**src/rtl/gray_code_decoder.sv**
```systemverilog
// Two-stage valid/ready pipeline that converts Gray-coded words to binary and counts delivered words.
// Optional macro GRAY_STEP_CHECK_EN adds a sticky step_err flag for accepted words differing in more than one bit.
module gray_code_decoder #(
  parameter int WIDTH = 4
) (
  input  logic             clk,
  input  logic             rst,
  input  logic [WIDTH-1:0] gc_in,
  input  logic             in_valid,
  output logic             in_ready,
  output logic [WIDTH-1:0] bin_out,
  output logic             out_valid,
  input  logic             out_ready,
  output logic [15:0]      word_count
`ifdef GRAY_STEP_CHECK_EN
  ,
  output logic             step_err
`endif
);

  logic             s1_valid;
  logic [WIDTH-1:0] s1_word;
  logic             s2_valid;
  logic [WIDTH-1:0] decoded;
  logic             s2_adv;
  logic             s1_adv;
  logic             in_hs;
  logic             out_hs;

  function automatic logic [WIDTH-1:0] gray_to_bin(input logic [WIDTH-1:0] g);
    logic [WIDTH-1:0] b;
    b = '0;
    b[WIDTH-1] = g[WIDTH-1];
    for (int i = WIDTH - 2; i >= 0; i--) begin
      b[i] = b[i+1] ^ g[i];
    end
    return b;
  endfunction

  assign decoded = gray_to_bin(s1_word);

  // Reset masks both handshake signals so nothing is accepted or delivered on a reset cycle.
  assign s2_adv    = !s2_valid || out_ready;
  assign s1_adv    = s1_valid && s2_adv;
  assign in_ready  = !rst && (!s1_valid || s2_adv);
  assign out_valid = s2_valid && !rst;
  assign in_hs     = in_valid && in_ready;
  assign out_hs    = out_valid && out_ready;

  always_ff @(posedge clk) begin
    if (rst) begin
      s1_valid   <= 1'b0;
      s1_word    <= '0;
      s2_valid   <= 1'b0;
      bin_out    <= '0;
      word_count <= '0;
    end else begin
      if (in_hs) begin
        s1_word  <= gc_in;
        s1_valid <= 1'b1;
      end else if (s1_adv) begin
        s1_valid <= 1'b0;
      end
      if (s1_adv) begin
        bin_out  <= decoded;
        s2_valid <= 1'b1;
      end else if (out_hs) begin
        s2_valid <= 1'b0;
      end
      if (out_hs) begin
        word_count <= word_count + 16'd1;
      end
    end
  end

`ifdef GRAY_STEP_CHECK_EN
  logic [WIDTH-1:0] ref_word;
  logic             ref_valid;
  logic [WIDTH-1:0] step_diff;
  logic             multi_bit;

  // Clearing the lowest set bit leaves something only if two or more bits changed.
  assign step_diff = gc_in ^ ref_word;
  assign multi_bit = |(step_diff & (step_diff - {{(WIDTH-1){1'b0}}, 1'b1}));

  always_ff @(posedge clk) begin
    if (rst) begin
      ref_word  <= '0;
      ref_valid <= 1'b0;
      step_err  <= 1'b0;
    end else if (in_hs) begin
      if (ref_valid && multi_bit) begin
        step_err <= 1'b1;
      end
      ref_word  <= gc_in;
      ref_valid <= 1'b1;
    end
  end
`endif

endmodule

```
**config.mk**
```make
export PLATFORM = sky130hd
export DESIGN_NAME = gray_code_decoder
export DESIGN_NICKNAME = d
export VERILOG_FILES = /design/src/rtl/gray_code_decoder.sv
export SDC_FILE = /design/constraint.sdc
export NUM_CORES = 1
export LEC_CHECK = 0
export CELL_PAD_IN_SITES_DETAIL_PLACEMENT = 0
export CELL_PAD_IN_SITES_GLOBAL_PLACEMENT = 2
export CORE_MARGIN = 3
export CORE_UTILIZATION = 31
export CTS_BUF_LIST = sky130_fd_sc_hd__clkbuf_4 sky130_fd_sc_hd__clkbuf_8
export CTS_CLUSTER_DIAMETER = 80
export DETAILED_ROUTE_END_ITERATION = 10
export PLACE_DENSITY_LB_ADDON = 0.1
export SETUP_SLACK_MARGIN = 0.05
export SLEW_MARGIN = 30
export SYNTH_ARGS = -nofsm -noshare
export SYNTH_HDL_FRONTEND = slang
export SYNTH_SLANG_ARGS = --single-unit
```
**constraint.sdc**
```tcl
create_clock -name clk -period 2.74 [get_ports clk]
set_input_delay 0.411 -clock clk [delete_from_list [all_inputs] [get_ports clk]]
set_output_delay 0.411 -clock clk [all_outputs]
set_load 0.05 [all_outputs]
```
==> impl_metrics.csv <==
group,metric,value,unit
global_route,antenna_found_initial,0,
synthesis,synth_top_family_by_area,"simple AND/OR/NAND/NOR gates",
die,die_w,66.6,microns
timing,timing.fmax,491,MHz
drt,vias,916,
timing,fin_tns_setup,0,ns
critical_path,crit_family,"simple AND/OR/NAND/NOR gates",
synthesis,syn_area_per_cell,9.04,sq um
synthesis,syn_nets,135,
cts,post_cts_buffers,0,
timing,finalHoldViolations,0,
synthesis,synth_top_area_share,45.7,%
cts,cts_made_buffers,3,
placement,post-dp-hpwl,1700,microns
die,ioPinCount,30,
power_and_ir_drop,switching_share,24.2,%
cts,worstSkewPairLatency,0.26,ns
cts,cts_max_level,1,
cells_and_area,num-fill-cells,366,
placement,portBuffers,29,
cells_and_area,num_antenna_cells,0,
timing,fin_crit,2.04,ns
critical_path,crit_chain,"clkdlybuf4s50_1, nand4b_4, or4_4, or3_1, a21oi_1",
critical_path,r2r_slack,0.97,ns
global_route,gr-total-overflow,0,
critical_path,crit_buf_inv,1,
cells_and_area,drive_gt1_share,9.03,%
hold_path,worst_hold_path_type,"flip-flop to flip-flop",
cts,cts.sink_count,26,
power_and_ir_drop,powerDensity,454,nW/um^2
critical_path,worstPathArrival,2.24,ns
timing,maxSlewViolCount,0,
power_and_ir_drop,power.leakage,0.000551,uW
global_route,grt_pass1_vias,940,
synthesis,synth_area_leaders,"dfxtp_1 (46%), xnor2_1 (6.9%), nor2_1 (5.9%)",
synthesis,ys_types,27,
critical_path,cpMaxStageDelayCell,"clkdlybuf4s50_1",
drt,ant_nets,0,
power_and_ir_drop,internal_power,529,uW
timing,worst_pin_slew,0.512,ns
synthesis,synth_compound_area_share,7.80,%
global_route,grt_first_pass_wirelength,4160,microns
timing,setup_violations,0,
synthesis,synthCells,126,
synthesis,ys_seq_elements,26,
cts,cts_root_buf,"clkbuf_8",
global_route,grtUsageTotal,12.2,%
die,die_h,66.6,microns
cts,clk_pin_slew,0.09,ns
synthesis,yosysTopAreaCell,"dfxtp_1",
synthesis,synth_area,1140,sq um
die,core,3440,sq um
die,initial_utilization,33.1,%
die,dieArea,4440,sq um
timing,post-route-period-util,74.4,%
timing,finClkSkew,0.00482,ns
timing,slew_headroom,65.5,%
die,std_cell_rows,21,
critical_path,crit_type,"input port to flip-flop",
critical_path,critPathRequiredTime,2.94,ns
cells_and_area,area_delta_synth_final,35.2,%
critical_path,crit_path_max_incr_delay,0.60,ns
cells_and_area,nNetsFinal,166,
drt,dr.pass1.iters,4,
power_and_ir_drop,p_clk_share,30.0,%
drt,avgViaCountPerCell,4.56,
synthesis,synthSimpleGateAreaFrac,25.6,%
cells_and_area,final_cells,201,
power_and_ir_drop,ir_worst_vdd,366,uV
cts,hold_buffers,0,
placement,dp.cells,198,
critical_path,worstSetupEndpointType,"flip-flop",
drt,drc,0,
power_and_ir_drop,comb_power_share,13.1,%
cts,cts_tree,"yes",
power_and_ir_drop,seqPwrFrac,57.0,%
global_route,grt_max_degree,31,
drt,drt_wl_total,2250,microns
synthesis,seq_area_frac_synth,45.7,%
critical_path,cp-start-kind,"input port",
drt,routedWlPerCell,11.2,microns
drt,drtIter0Drc,27,
placement,place_congestion,0.687,
synthesis,synthXorXnorAreaFrac,10.0,%
timing,grt_setup_unrepaired,"false",
cts,cts_resized,0,
critical_path,crit_fanout,9,
synthesis,synth_mux_area_share,6.70,%
power_and_ir_drop,switchingPower,169,uW
job,cap_viol_max_count,0,
run_status,status,"finished clean",
synthesis,synth_fa_ha_area_share,1.10,%
synthesis,yosys_warnings,0,
cts,clk_path_buf_depth,2,
[cells in the mapped netlist, drive strengths merged]
library cell,number
o21ai,2
nor4,3
mux2i,2
a311oi,2
buf,3
nor2,18
xnor2,9
dfxtp,26
a21o,1
ha,1
inv,5
nand2b,1
nor3,4
nand4,3
a21oi,9
or2b,1
xor2,4
clkbuf,1
nand2,8
mux2,5
nand4b,1
or3,3
nand3,5
or4,1
a31o,1
nor2b,7
[registers in the layout, indices dropped and copies added (netlist names)]
| signal | flops |
|---|---|
| bin_out | 4 |
| s2_valid | 1 |
| word_count | 16 |
| s1_valid | 1 |
| s1_word | 4 |
[power groups by stage]
stage,combinational [uW],sequential (uW),clock (uW)
floorplan,43.0,421,0
detailed placement,92.4,407,0
CTS,92.8,398,224
global placement,92.5,407,0
finish,91.3,398,209
global route,98.7,400,241
[through the flow]
stage | cell area (sq um) | util [%] | total power [uW] | hold slack (ns) | setup slack (ns)
3_5_place_dp | 1500 | 43.5 | 499 | 0.483 | 0.392
6_report | 1540 | 44.7 | 699 | 0.493 | 0.702
2_1_floorplan | 1140 | - | 464 | 0.496 | 0.699
3_3_place_gp | 1500 | 43.5 | 499 | 0.479 | 0.453
4_1_cts | 1540 | 44.7 | 715 | 0.496 | 0.678
5_1_grt | 1540 | 44.7 | 740 | 0.528 | 0.494
[path summary, 6_finish.rpt]
check	startpoint	to	cells past startpoint
worst min register to register	word_count[1]$_SDFFE_PP0P_	word_count[1]$_SDFFE_PP0P_	2
worst max register to register	word_count[0]$_SDFFE_PP0P_	word_count[12]$_SDFFE_PP0P_	5
worst min-delay path	word_count[1]$_SDFFE_PP0P_	word_count[1]$_SDFFE_PP0P_	2
worst max-delay path	out_ready	word_count[12]$_SDFFE_PP0P_	5
[worst min-delay path, cell delays in order, from the launching register on]
cell	delay, ns
dfxtp_1	0.34
nand2_1	0.06
a21oi_1	0.05
[placed cells by master (no fill, tap or decap)]
cell	Yosys	layout
nor3_1	4	4
nand2b_1	1	1
nand3_1	5	5
nor4_1	3	3
buf_12	0	2
or2b_1	1	1
nand2_1	8	8
or4_4	1	1
xor2_1	4	4
o21ai_0	2	2
buf_4	0	1
mux2i_1	2	2
xnor2_1	9	9
mux2_2	5	5
clkdlybuf4s50_1	0	27
a311oi_1	2	2
or3_1	3	3
dfxtp_1	26	26
nor2b_1	7	7
ha_1	1	1
inv_1	5	5
clkbuf_8	0	3
a21oi_1	9	9
nand4_1	3	3
a21o_1	1	1
nand4b_4	1	1
nor2_1	18	18
a31o_2	1	1
[routing by layer]
| metal | wire, microns | share of wire (%) | up-vias | global-route usage, % |
|---|---|---|---|---|
| met3 | 119 | 5.3 | 2 | 4.22 |
| met4 | 21 | 0.93 | 0 | 3.81 |
| li1 | - | - | 485 | - |
| met1 | 979 | 43 | 409 | 14.1 |
| met5 | 0 | 0 | - | 0 |
| met2 | 1130 | 50 | 20 | 20.9 |
[logic make-up after synthesis]
kind of cell | count (synthesis)
AND/OR/NAND/NOR | 55
flip-flops | 26
AO/OA/AOI/OAI | 15
XOR/XNOR | 13
buffers and inverters | 9
multiplexers | 7
adder cells (fa/ha/maj) | 1
[area by class of cell]
class,instances,area [sq um],area share (%)
well taps,46,57.6,3.74
inverters,5,18.8,1.22
clock buffers,3,41.3,2.68
repair buffers,30,318,20.7
flip-flops and latches,26,520,33.8
multi-input cells,91,583,37.9
No activity file was read; power rests on OpenSTA's default activity.
